**config.mk**
```make
export PLATFORM = sky130hd
export DESIGN_NAME = pacman_move_check_flat
export DESIGN_NICKNAME = d
export VERILOG_FILES = /design/src/rtl/pacman_move_check_pkg.sv /design/src/rtl/pacman_move_check_if.sv /design/src/rtl/maze_addr.sv /design/src/rtl/pacman_move_check.sv /design/src/flat_wrapper.sv
export SDC_FILE = /design/constraint.sdc
export NUM_CORES = 1
export LEC_CHECK = 0
export ABC_AREA = 1
export BUFFER_PORTS_ARGS = -buffer_cell sky130_fd_sc_hd__clkbuf_2
export CAP_MARGIN = 20
export CORE_MARGIN = 1
export CORE_UTILIZATION = 54
export CTS_CLUSTER_SIZE = 10
export DETAILED_ROUTE_END_ITERATION = 8
export HOLD_SLACK_MARGIN = 0.1
export PLACE_DENSITY = 0.76
export SYNTH_ARGS = -nofsm -noshare
export SYNTH_HDL_FRONTEND = slang
export SYNTH_SLANG_ARGS = --single-unit
```
**constraint.sdc**
```tcl
create_clock -name clk -period 4.85 [get_ports clk]
set_input_delay 0.97 -clock clk [delete_from_list [all_inputs] [get_ports clk]]
set_output_delay 0.97 -clock clk [all_outputs]
set_load 0.01 [all_outputs]
```
**src/rtl/pacman_move_check_pkg.sv**
```systemverilog
// Purpose : shared direction encoding, screen geometry and the edge-of-screen rule.
// Latency : n/a (types, constants and a pure function only).
// Backpres: n/a.
package pacman_move_check_pkg;

    typedef enum logic [2:0] {
        DIR_NONE  = 3'd0,
        DIR_UP    = 3'd1,
        DIR_DOWN  = 3'd2,
        DIR_LEFT  = 3'd3,
        DIR_RIGHT = 3'd4
    } dir_t;

    localparam int SCREEN_W = 160;
    localparam int SCREEN_H = 120;
    localparam int SPRITE   = 8;
    localparam int X_MAX    = 152;
    localparam int Y_MAX    = 112;

    // True when the move would leave the screen (or there is no move at all),
    // so no maze probe is needed to know it is blocked.
    function automatic logic edge_blocked(input dir_t d, input logic [7:0] x, input logic [6:0] y);
        logic b;
        case (d)
            DIR_UP:    b = (y == 7'd0);
            DIR_DOWN:  b = (y == 7'(Y_MAX));
            DIR_LEFT:  b = (x == 8'd0);
            DIR_RIGHT: b = (x == 8'(X_MAX));
            default:   b = 1'b1;
        endcase
        return b;
    endfunction

endpackage

```
**src/rtl/pacman_move_check_if.sv**
```systemverilog
// Purpose : bundle of controller/key/ROM/decision signals around the move checker.
// Latency : n/a (wires only).
// Backpres: none; req is a one-cycle pulse, ignored while busy.
// Ports   : req, key_*, x_in, y_in, rom_q towards the checker; rom_addr, busy,
//           done, o_* back from it. master = controller/ROM side, slave = checker.
interface pacman_move_check_if;
    logic        req;
    logic        key_up;
    logic        key_down;
    logic        key_left;
    logic        key_right;
    logic [7:0]  x_in;
    logic [6:0]  y_in;
    logic [14:0] rom_addr;
    logic        rom_q;
    logic        busy;
    logic        done;
    logic        o_up;
    logic        o_down;
    logic        o_left;
    logic        o_right;
    logic        o_stop;

    modport master (
        output req, key_up, key_down, key_left, key_right, x_in, y_in, rom_q,
        input  rom_addr, busy, done, o_up, o_down, o_left, o_right, o_stop
    );

    modport slave (
        input  req, key_up, key_down, key_left, key_right, x_in, y_in, rom_q,
        output rom_addr, busy, done, o_up, o_down, o_left, o_right, o_stop
    );
endinterface

```
**src/rtl/maze_addr.sv**
```systemverilog
// Purpose : pixel (x,y) to maze ROM address, y*160 + x using shifts.
// Latency : combinational.
// Backpres: none.
// Ports   : x (8b), y (7b) in; addr (15b) out.
module maze_addr (
    input  logic [7:0]  x,
    input  logic [6:0]  y,
    output logic [14:0] addr
);
    // y*160 = y*128 + y*32; fits 15 bits for any on-screen pixel.
    assign addr = {1'b0, y, 7'd0} + {3'd0, y, 5'd0} + {7'd0, x};
endmodule

```
**src/rtl/pacman_move_check.sv**
```systemverilog
// Purpose : decides the next sprite move by probing the maze ROM edge next to the sprite.
// Latency : 10 cycles req->done for one probe phase, 19 for two, 1 when edges decide alone.
// Backpres: req accepted only in IDLE; req while busy is dropped.
// Ports   : clk, resetn (async active-low), bus (slave modport of pacman_move_check_if).
module pacman_move_check
    import pacman_move_check_pkg::*;
(
    input  logic                   clk,
    input  logic                   resetn,
    pacman_move_check_if.slave     bus
);

    localparam logic [2:0] S_IDLE    = 3'd0;
    localparam logic [2:0] S_PROBE_P = 3'd1;
    localparam logic [2:0] S_DRAIN_P = 3'd2;
    localparam logic [2:0] S_PROBE_C = 3'd3;
    localparam logic [2:0] S_DRAIN_C = 3'd4;
    localparam logic [2:0] S_DONE    = 3'd5;

    logic [2:0]  state, state_n;
    logic [2:0]  cnt, cnt_n;
    logic        wall, wall_n;
    dir_t        pend, cur, cur_n, snap_pend;
    logic [7:0]  snap_x;
    logic [6:0]  snap_y;
    logic [4:0]  move_q;          // {up, down, left, right, stop}

    logic        key_vld;
    dir_t        key_dir;
    dir_t        probe_dir, chk_pend;
    logic [7:0]  px, chk_x;
    logic [6:0]  py, chk_y;
    logic [14:0] addr;
    logic        cur_skip;

    always_comb begin
        key_vld = 1'b1;
        key_dir = DIR_NONE;
        case ({bus.key_up, bus.key_down, bus.key_left, bus.key_right})
            4'b1000: key_dir = DIR_UP;
            4'b0100: key_dir = DIR_DOWN;
            4'b0010: key_dir = DIR_LEFT;
            4'b0001: key_dir = DIR_RIGHT;
            default: key_vld = 1'b0;
        endcase
    end

    // Probe pixel i of the strip just outside the sprite in the tested direction.
    always_comb begin
        probe_dir = (state == S_PROBE_C) ? cur : snap_pend;
        px = snap_x;
        py = snap_y;
        case (probe_dir)
            DIR_RIGHT: begin px = snap_x + 8'(SPRITE); py = snap_y + {4'd0, cnt}; end
            DIR_LEFT:  begin px = snap_x - 8'd1;       py = snap_y + {4'd0, cnt}; end
            DIR_UP:    begin px = snap_x + {5'd0, cnt}; py = snap_y - 7'd1;        end
            DIR_DOWN:  begin px = snap_x + {5'd0, cnt}; py = snap_y + 7'(SPRITE);  end
            default:   ;
        endcase
    end

    maze_addr u_maze_addr (.x(px), .y(py), .addr(addr));

    assign bus.rom_addr = (state == S_PROBE_P || state == S_PROBE_C) ? addr : 15'd0;

    // When pending turns out blocked, decide whether current still needs probing.
    // In IDLE this runs on live inputs, later on the snapshot taken at req.
    always_comb begin
        chk_x    = (state == S_IDLE) ? bus.x_in : snap_x;
        chk_y    = (state == S_IDLE) ? bus.y_in : snap_y;
        chk_pend = (state == S_IDLE) ? pend : snap_pend;
        cur_skip = (cur == chk_pend) || (cur == DIR_NONE) || edge_blocked(cur, chk_x, chk_y);
    end

    always_comb begin
        state_n = state;
        cnt_n   = cnt;
        wall_n  = wall;
        cur_n   = cur;
        case (state)
            S_IDLE: begin
                if (bus.req) begin
                    cnt_n  = 3'd0;
                    wall_n = 1'b0;
                    if (!edge_blocked(pend, bus.x_in, bus.y_in)) begin
                        state_n = S_PROBE_P;
                    end else if (cur_skip) begin
                        cur_n   = DIR_NONE;
                        state_n = S_DONE;
                    end else begin
                        state_n = S_PROBE_C;
                    end
                end
            end
            S_PROBE_P, S_PROBE_C: begin
                // rom_q lags the address by one cycle; the first sample belongs to no probe.
                if (cnt != 3'd0) wall_n = wall | bus.rom_q;
                cnt_n = cnt + 3'd1;
                if (cnt == 3'd7) state_n = (state == S_PROBE_P) ? S_DRAIN_P : S_DRAIN_C;
            end
            S_DRAIN_P: begin
                if (!(wall | bus.rom_q)) begin
                    cur_n   = snap_pend;
                    state_n = S_DONE;
                end else if (cur_skip) begin
                    cur_n   = DIR_NONE;
                    state_n = S_DONE;
                end else begin
                    cnt_n   = 3'd0;
                    wall_n  = 1'b0;
                    state_n = S_PROBE_C;
                end
            end
            S_DRAIN_C: begin
                if (wall | bus.rom_q) cur_n = DIR_NONE;
                state_n = S_DONE;
            end
            default: state_n = S_IDLE;
        endcase
    end

    always_ff @(posedge clk or negedge resetn) begin
        if (!resetn) begin
            state     <= S_IDLE;
            cnt       <= 3'd0;
            wall      <= 1'b0;
            pend      <= DIR_NONE;
            cur       <= DIR_NONE;
            snap_pend <= DIR_NONE;
            snap_x    <= 8'd0;
            snap_y    <= 7'd0;
            move_q    <= 5'b00001;
        end else begin
            state <= state_n;
            cnt   <= cnt_n;
            wall  <= wall_n;
            cur   <= cur_n;
            if (key_vld) pend <= key_dir;
            if (state == S_IDLE && bus.req) begin
                snap_pend <= pend;
                snap_x    <= bus.x_in;
                snap_y    <= bus.y_in;
            end
            if (state_n == S_DONE && state != S_DONE) begin
                move_q <= {cur_n == DIR_UP, cur_n == DIR_DOWN, cur_n == DIR_LEFT,
                           cur_n == DIR_RIGHT, cur_n == DIR_NONE};
            end
        end
    end

    assign bus.busy    = (state != S_IDLE);
    assign bus.done    = (state == S_DONE);
    assign bus.o_up    = move_q[4];
    assign bus.o_down  = move_q[3];
    assign bus.o_left  = move_q[2];
    assign bus.o_right = move_q[1];
    assign bus.o_stop  = move_q[0];

endmodule
```
**src/flat_wrapper.sv**
```systemverilog
// flat-port wrapper written by rule: the top's interface ports become plain ports
module pacman_move_check_flat import pacman_move_check_pkg::*;
  (clk, resetn, bus_req, bus_key_up, bus_key_down, bus_key_left, bus_key_right, bus_x_in, bus_y_in, bus_rom_q, bus_rom_addr, bus_busy, bus_done, bus_o_up, bus_o_down, bus_o_left, bus_o_right, bus_o_stop);
  pacman_move_check_if bus_i ();
  input  logic clk;
  input  logic resetn;
  input wire logic [$bits(bus_i.req)-1:0] bus_req;
  input wire logic [$bits(bus_i.key_up)-1:0] bus_key_up;
  input wire logic [$bits(bus_i.key_down)-1:0] bus_key_down;
  input wire logic [$bits(bus_i.key_left)-1:0] bus_key_left;
  input wire logic [$bits(bus_i.key_right)-1:0] bus_key_right;
  input wire logic [$bits(bus_i.x_in)-1:0] bus_x_in;
  input wire logic [$bits(bus_i.y_in)-1:0] bus_y_in;
  input wire logic [$bits(bus_i.rom_q)-1:0] bus_rom_q;
  output wire logic [$bits(bus_i.rom_addr)-1:0] bus_rom_addr;
  output wire logic [$bits(bus_i.busy)-1:0] bus_busy;
  output wire logic [$bits(bus_i.done)-1:0] bus_done;
  output wire logic [$bits(bus_i.o_up)-1:0] bus_o_up;
  output wire logic [$bits(bus_i.o_down)-1:0] bus_o_down;
  output wire logic [$bits(bus_i.o_left)-1:0] bus_o_left;
  output wire logic [$bits(bus_i.o_right)-1:0] bus_o_right;
  output wire logic [$bits(bus_i.o_stop)-1:0] bus_o_stop;
  assign bus_i.req = bus_req;
  assign bus_i.key_up = bus_key_up;
  assign bus_i.key_down = bus_key_down;
  assign bus_i.key_left = bus_key_left;
  assign bus_i.key_right = bus_key_right;
  assign bus_i.x_in = bus_x_in;
  assign bus_i.y_in = bus_y_in;
  assign bus_i.rom_q = bus_rom_q;
  assign bus_rom_addr = bus_i.rom_addr;
  assign bus_busy = bus_i.busy;
  assign bus_done = bus_i.done;
  assign bus_o_up = bus_i.o_up;
  assign bus_o_down = bus_i.o_down;
  assign bus_o_left = bus_i.o_left;
  assign bus_o_right = bus_i.o_right;
  assign bus_o_stop = bus_i.o_stop;
  pacman_move_check u_core (.clk(clk), .resetn(resetn), .bus(bus_i));
endmodule
```
# Word level (Yosys, flattened, before mapping)
# Index checks and enable logic that the tools add are counted.
# word_totals
output_inout_bits	22
mem_count	0
ff_bits	36
romBits	0
ramBits	0
latchBits	0
wordCells	112
inputBits	23
# classes
mux	35
eq_ne	37
magnitude_cmp	0
n_reduce_logical	21
multipliers	0
n_div	0
n_shift	0
n_bitwise	1
n_addsub	9
# ops
cell	n
$mux W3	16
$eq A3 B2 Y1 const B	10
$eq A3 B3 Y1 const B	8
$pmux W3 S4	2
$pmux W8 S3	1
$pmux W7 S3	1
$pmux W3 S3	2
$eq A8 B8 Y1 const B	2
$logic_not A8 Y1	2
$add A14 B12 Y15	1
$add A15 B8 Y15	1
$eq A3 B1 Y1 const B	5
$mux W15	1
$eq A7 B7 Y1 const B	2
$logic_not A7 Y1	2
$logic_not A3 Y1	3
$reduce_bool A3 Y1	3
$add A8 B3 Y8	1
$add A8 B4 Y8 const B	1
$mux W8	1
$pmux W1 S4	2
$sub A8 B1 Y8 const B	1
$add A7 B3 Y7	1
$add A7 B4 Y7 const B	1
20 further kinds	33

# Logic depth before layout (Yosys ltp)
# Gate-level depths: netlist of the first run.
# depth
depth_word	11
depth_mapped	37
depth_no_buf	36

# Cells and area by module
# From an unflattened synthesis of the first run, not the netlist that was laid out.
# unflattened
hier_cells	580
area_unflattened_um2	3958.8
# modules_own_cells
mod	instances	seq_area_each_um2	area_each_um2	cells_each
pacman_move_check	1	902.1	3445.8	505
maze_addr	1	0.0	513.0	75

# Worst setup path before layout of the first run
# No wires, ideal clock.
# synth_path
kind	flip-flop to output port
startpoint	reg u_core.state[2]
endpoint	out bus_rom_addr[13]
path_slack_ps	-463
stages_incl_launch_ff	35
arrival_ps	4343
n_path_buf	1
required_time_ps	3880
path_cell_list	dfrtp_1 nor2_4 nand2_2 buf_6 o21ai_4 nand3_4 nand2_4 inv_1 nor2_1 inv_1 ha_1 nand3_1 and2_0 inv_1 nand3_1 nand3_1 nand3_1 nand2_1 nand2_1 fa_1 inv_1 ha_1 a21oi_1 inv_1 a31oi_1 inv_1 nand2_1 nand2_1 a21oi_1 nor2_1 nor2_1 o21bai_1 nand2_1 nand2_1 nor2_1
# synth_via
elab_chain_len	8
word_cells_on_any_way	15
classes_between	2 x add/sub; 6 x eq/ne; 4 x mux; 3 x reduce/logical
# synth_lines
item	line	text
from (decl)	pacman_move_check.sv:20	logic [2:0] state, state_n;
from (signal assigned)	pacman_move_check.sv:134	state <= state_n;
$eq A3 B2 Y1	pacman_move_check.sv:50, pacman_move_check.sv:64	
$mux W3	pacman_move_check.sv:50	probe_dir = (state == S_PROBE_C) ? cur : snap_pend;
$eq A3 B3 Y1 or $eq A3 B2 Y1 (tied branches)	pacman_move_check.sv:53	case (probe_dir)
$reduce_or A2 Y1 (no source line)	-	
$pmux W7 S3	pacman_move_check.sv:53	
$add A14 B12 Y15	maze_addr.sv:11	assign addr = {1'b0, y, 7'd0} + {3'd0, y, 5'd0} + {7'd0, x};
$add A15 B8 Y15	maze_addr.sv:11	
$mux W15 (*)	pacman_move_check.sv:64	assign bus.rom_addr = (state == S_PROBE_P || state == S_PROBE_C) ? addr : 15'd0;
to (decl)	flat_wrapper.sv:15	output wire logic [$bits(bus_i.rom_addr)-1:0] bus_rom_addr;
# Mark *: on every way between the ends. The rest lies on a longest branch, timed or not.

# Worst setup path after layout of the first run
# layout_path
startpoint	reg u_core.state[0]
endpoint	out bus_rom_addr[14]
# Same word-level chain as after synthesis.

==> impl_metrics.yaml, run 1 <==
cells_and_area:
  nFillCells: 498
  post-route-cell-area_um2: 4987
  syn_to_final_growth_pct: 34.25
  n_antenna_cell: 0
  drive_above_1_share: 0.3284
  post-route-util: 0.7679
  nets: 737
detailed_routing:
  routedWlPerCell_um: 13.80
  viasPerCell: 5.498
  first_iter_violations: 231
  vias: 4173
  first_pass_iters: 8
  drc_errors: 3
  antenna_left: 0
  drt_wl_total_mm: 10.47
grt:
  grt.overflow.total: 0
  grt_pass1_wl_mm: 17.50
  grt_usage: 0.2966
  grt_pass1_vias: 4036
  grt_max_degree: 39
  antenna_found_initial: 0
place:
  gp_congestion: 0.9537
  dpl_worst_slack_ps: -456.2
  port_buffers: 44
  dp_hpwl_mm: 7.457
  placed_area_um2: 4425
cts:
  tritoncts: "yes"
  cts_buffers: 5
  clkTransAtPathRegs_ps: 70
  clkLatencyLatePin_ps: 290
  cts_root_buf: "clkbuf_8"
  cts_max_level: 2
  clock_path_buffers: 2
  cts.sinks: 36
die:
  num_io_pins: 45
  initial_core_util: 0.5720
  die_area_um2: 7215
  die_h_um: 84.94
  row_count: 29
  die_x_um: 84.94
  core_um2: 6495
logic_synthesis:
  synth-seq-cells: 36
  synth.avg_cell_area_um2: 6.563
  synth_ff_type: "dfrtp_1"
  synthTopCellsByCount: "nand2_1 (139), inv_1 (87), nor2_1 (65)"
  yosysTopAreaCell: "dfrtp_1"
  netlist_instances: 566
  yosys_warnings: 0
  synth_area_leaders: "dfrtp_1 (24%), nand2_1 (14%), ha_1 (9.8%), inv_1 (8.8%), nand3_1 (6.6%)"
  synth.most_common_cell: "nand2_1"
  ys_types: 47
  synth_top_area_frac: 0.2358
  synthArstFlopShare: 1.000
  synth-edff-count: 0
  synth_area_um2: 3715
  ys_seq_area_frac: 0.2428
  syn_nets: 622
worst_setup_path:
  cp_common_cell: "inv_2"
  worstPathRequired_ps: 3880
  arrival_ps: 4650
  startpoint_type: "flop"
  r2r_start: "u_core.state[1]"
  path_class: "flop to output pin"
  cpPeakStageDelay_ps: 510
  path_max_fanout: 6
  cp-end-kind: "output pin"
  cp_slowest_cell: "fa_1"
  crit_start: "u_core.state[0]"
sta:
  fmax_ghz: 0.1778
  fin_crit_ps: 5625
  maxSlewViolCount: 0
  hold_violations: 0
  fin_crit_sh: 1.160
  rsz0062_at_grt: "yes"
  worst_pin_slew_ps: 899.2
  setup_viol_count_final: 8
  max_slew_margin: 0.4005
  layout_setup_ws_ps: -774.9
  finalClockSkew_ps: 8.034
hold_path:
  worstHoldPathType: "flop to flop"
  hold_path.startpoint: "u_core.move_q[0]"
run:
  max_cap_violations: 0
outcome:
  violations: "design-rule violations, negative setup slack"
  outcome: "finished, violations left"
-- sequential cells by signal, summed over array words and instances (netlist names) --
name	flops
u_core.cnt	3
u_core.wall	1
u_core.snap_pend	3
u_core.move_q	5
u_core.cur	3
u_core.pend	3
u_core.state	3
u_core.snap_y	7
u_core.snap_x	8
-- per-stage QoR --
stage               hold slack, ps  TNS, ps  std cells
finish                       475.3    -3853        759
detailed placement           464.3    -1869        728
floorplan                    469.2    -1042        566
global route                 500.6    -5576        759
CTS                          475.6    -3461        761
global placement             459.9    -1304        728
-- layout make-up --
class	instances	area (um2)	share of cell area
clock buffers	7	86.33	0.01731
multi-input cells	426	2725	0.5464
repair buffers	118	814.5	0.1633
inverters	94	355.3	0.07125
well taps	77	96.34	0.01932
flip-flops and latches	36	902.1	0.1809
clock inverters	1	7.507	0.001505
-- cell usage in the layout (no fill, tap or decap), types with 9 or more instances in the layout --
cell type and instances:
buf_4 68, nand3_2 9, ha_4 9, nand3_1 45, inv_1 81, a21oi_1 13, a21oi_2 9, dfrtp_1 35
inv_2 10, nor2_1 60, ha_1 20, nand2_1 127, nand2_2 18, clkbuf_2 37, o21ai_0 31
-- logic make-up after synthesis --
family          count (synthesis)  synth area share
simple gates                  297            0.3708
compound gates                 90            0.1462
buf+inv                       105            0.1091
flops                          36            0.2428
fa+ha+maj                      33            0.1192
xor+xnor                        5           0.01179
-- worst max-delay path, delay by kind of cell (launching register included) --
kind	cells	cell delay, ps
and+or+nand+nor	17	1660
DFF	1	360
buffers and inverters	8	560
AOI/OAI and AO/OA	3	610
adders and majority gates	3	1150
-- path summary, 6_finish.rpt --
path / to / slack [ps] / cells after the start
max in group asynchronous: u_core.snap_y[0] / 3490 / 1
max: bus_rom_addr[14] / -770 / 31
min: u_core.move_q[0] / 480 / 2
min in group asynchronous: u_core.snap_x[2] / 790 / 1
max reg2reg: u_core.wall / 1810 / 14
min reg2reg: u_core.move_q[0] / 480 / 2
-- repair_timing --
action | in CTS | in global routing
endpoints found under the setup margin | 8 | 9
pin swaps | 36 | 5
hold buffers | 0 | 0
gates resized for setup | 46 | 28
cloned | 1 | 0
setup buffers | 24 | 5
-- per-layer routing --
layer | share of wire | track usage
met4 | 0.018 | 0.08937
met3 | 0.060 | 0.03307
met5 | 0 | 0
met1 | 0.42 | 0.3695
met2 | 0.51 | 0.5381
Power of run 1 is left out: the tool's default activity adds up to more than one toggle a clock period on the data nets, which glitch-free logic cannot reach.
==> inputs of run 2 (changes only) <==
--- a/config.mk
+++ b/config.mk
@@ -13,7 +13,8 @@
 export CTS_CLUSTER_SIZE = 10
 export DETAILED_ROUTE_END_ITERATION = 8
 export HOLD_SLACK_MARGIN = 0.1
-export PLACE_DENSITY = 0.76
+export PLACE_DENSITY = 0.78
+export SLEW_MARGIN = 20
 export SYNTH_ARGS = -nofsm -noshare
 export SYNTH_HDL_FRONTEND = slang
 export SYNTH_SLANG_ARGS = --single-unit
==> impl_metrics.yaml, run 2 (synthesis results as in run 1) <==
outcome:
  outcome: "finished, violations left"
  violations: "design-rule violations, negative setup slack"
cells_and_area:
  drive_above_1_share: 0.3131
  reg.largest.list: "u_core.snap_x (8), u_core.snap_y (7), u_core.move_q (5)"
  post-route-util: 0.7546
  layout_commonest_cell: "nand2_1"
  layout_common_cells: "nand2_1 (128), inv_1 (81), buf_4 (65)"
  syn_to_final_growth_pct: 31.93
  n_antenna_cell: 0
  nets: 732
  regMostFlops: "u_core.snap_x"
  largest_register_ffs: 8
cts:
  cts.sinks: 36
  tritoncts: "yes"
  clkTransAtPathRegs_ps: 70
  clkLatencyLatePin_ps: 290
  cts_buffers: 5
  clock_path_buffers: 2
  cts_max_level: 2
  cts_root_buf: "clkbuf_8"
worst_setup_path:
  crit_cells: 33
  arrival_ps: 4550
  cpPeakStageDelay_ps: 410
  crit_start: "u_core.state[2]"
  crit_family: "simple AND/OR/NAND/NOR gates"
  cp-end-kind: "output pin"
  r2r_start: "u_core.state[1]"
  critPathCapture: "bus_rom_addr[14]"
  r2r_cells: 14
  worstPathRequired_ps: 3880
  cp_slowest_cell: "dfrtp_1"
  path_class: "flop to output pin"
  path_max_fanout: 5
  path_buf_inv: 5
  startpoint_type: "flop"
  r2r-end: "u_core.wall"
  r2r_setup_slack_ps: 1890
detailed_routing:
  viasPerCell: 5.431
  routedWlPerCell_um: 13.41
  drt_wl_total_mm: 10.11
  first_iter_violations: 248
  first_pass_iters: 7
  vias: 4095
  drc_errors: 4
  antenna_left: 0
run:
  max_cap_violations: 0
sta:
  fmax_ghz: 0.1811
  layout_setup_ws_ps: -671.7
  fin_hold_ws_ps: 472.5
  fin_crit_ps: 5522
  rsz0062_at_grt: "yes"
  finalClockSkew_ps: 4.128
  setup_viol_count_final: 8
  max_slew_margin: 0.3796
  hold_violations: 0
  maxSlewViolCount: 0
  fin_crit_sh: 1.138
  worst_pin_slew_ps: 930.5
die:
  initial_core_util: 0.5720
  row_count: 29
  num_io_pins: 45
  die_area_um2: 7215
  core_um2: 6495
  die_h_um: 84.94
  die_x_um: 84.94
grt:
  grt_pass1_vias: 3868
  grt_max_degree: 39
  antenna_found_initial: 0
  grt.overflow.total: 0
  grt_usage: 0.2958
  grt_pass1_wl_mm: 17.25
place:
  port_buffers: 44
  dp_hpwl_mm: 7.499
  gp_congestion: 0.9143
hold_path:
  worstHoldPathType: "flop to flop"
[run 2: cell count changes in the layout (fill, tap and decap cells not counted), sizes merged]
cell / before / now
buf: 81 / 74
clkinv: 2 / 3
clkbuf: 44 / 46
clkinvlp: 1 / 0
[run 2: per-layer routing]
layer / track usage / routed length, um
met1: 0.3783 / 4338
met3: 0.02821 / 471
met5: 0 / 0
met4: 0.1079 / 252
met2: 0.5198 / 5049
[run 2: tightest hold or removal path, cell delays in order (launching register included)]
cell,delay [ps]
dfstp_2,370
nand2_1,60
nand2_1,50
[run 2: cell type report]
type | instances | area [um2]
clock inverters | 1 | 5.005
flip-flops and latches | 36 | 902.1
inverters | 94 | 357.8
well taps | 77 | 96.34
multi-input cells | 426 | 2710
clock buffers | 7 | 76.32
repair buffers | 113 | 753.2
fillers | 508 | 1594
[run 2: what timing repair did]
action / in CTS / in global routing
gates cloned: 1 / 0
setup buffers: 10 / 5
gates resized for setup: 51 / 15
setup endpoints to repair: 8 / 8
pin swaps: 20 / 20
hold buffers: 0 / 0
[run 2: worst min path at each step]
stage	start	to	cells after the start
6_report	u_core.move_q[0]	u_core.move_q[0]	2
5_1_grt	u_core.move_q[1]	u_core.move_q[1]	2
4_1_cts	u_core.move_q[0]	u_core.move_q[0]	2
3_5_place_dp	u_core.move_q[0]	u_core.move_q[0]	2
3_3_place_gp	u_core.move_q[0]	u_core.move_q[0]	2
2_1_floorplan	u_core.snap_pend[2]	u_core.snap_pend[2]	2
[run 2: per-stage QoR]
stage | cell area, um2 | setup WS, ps | std cells | setup TNS, ps
CTS | 4825 | -602.9 | 749 | -3259
detailed placement | 4441 | -501.2 | 730 | -2081
global placement | 4441 | -364.9 | 730 | -1320
floorplan | 3771 | -322.8 | 566 | -1042
global route | 4901 | -1021 | 754 | -5989
finish | 4901 | -671.7 | 754 | -3920
Power of run 2 is left out for the same reason.
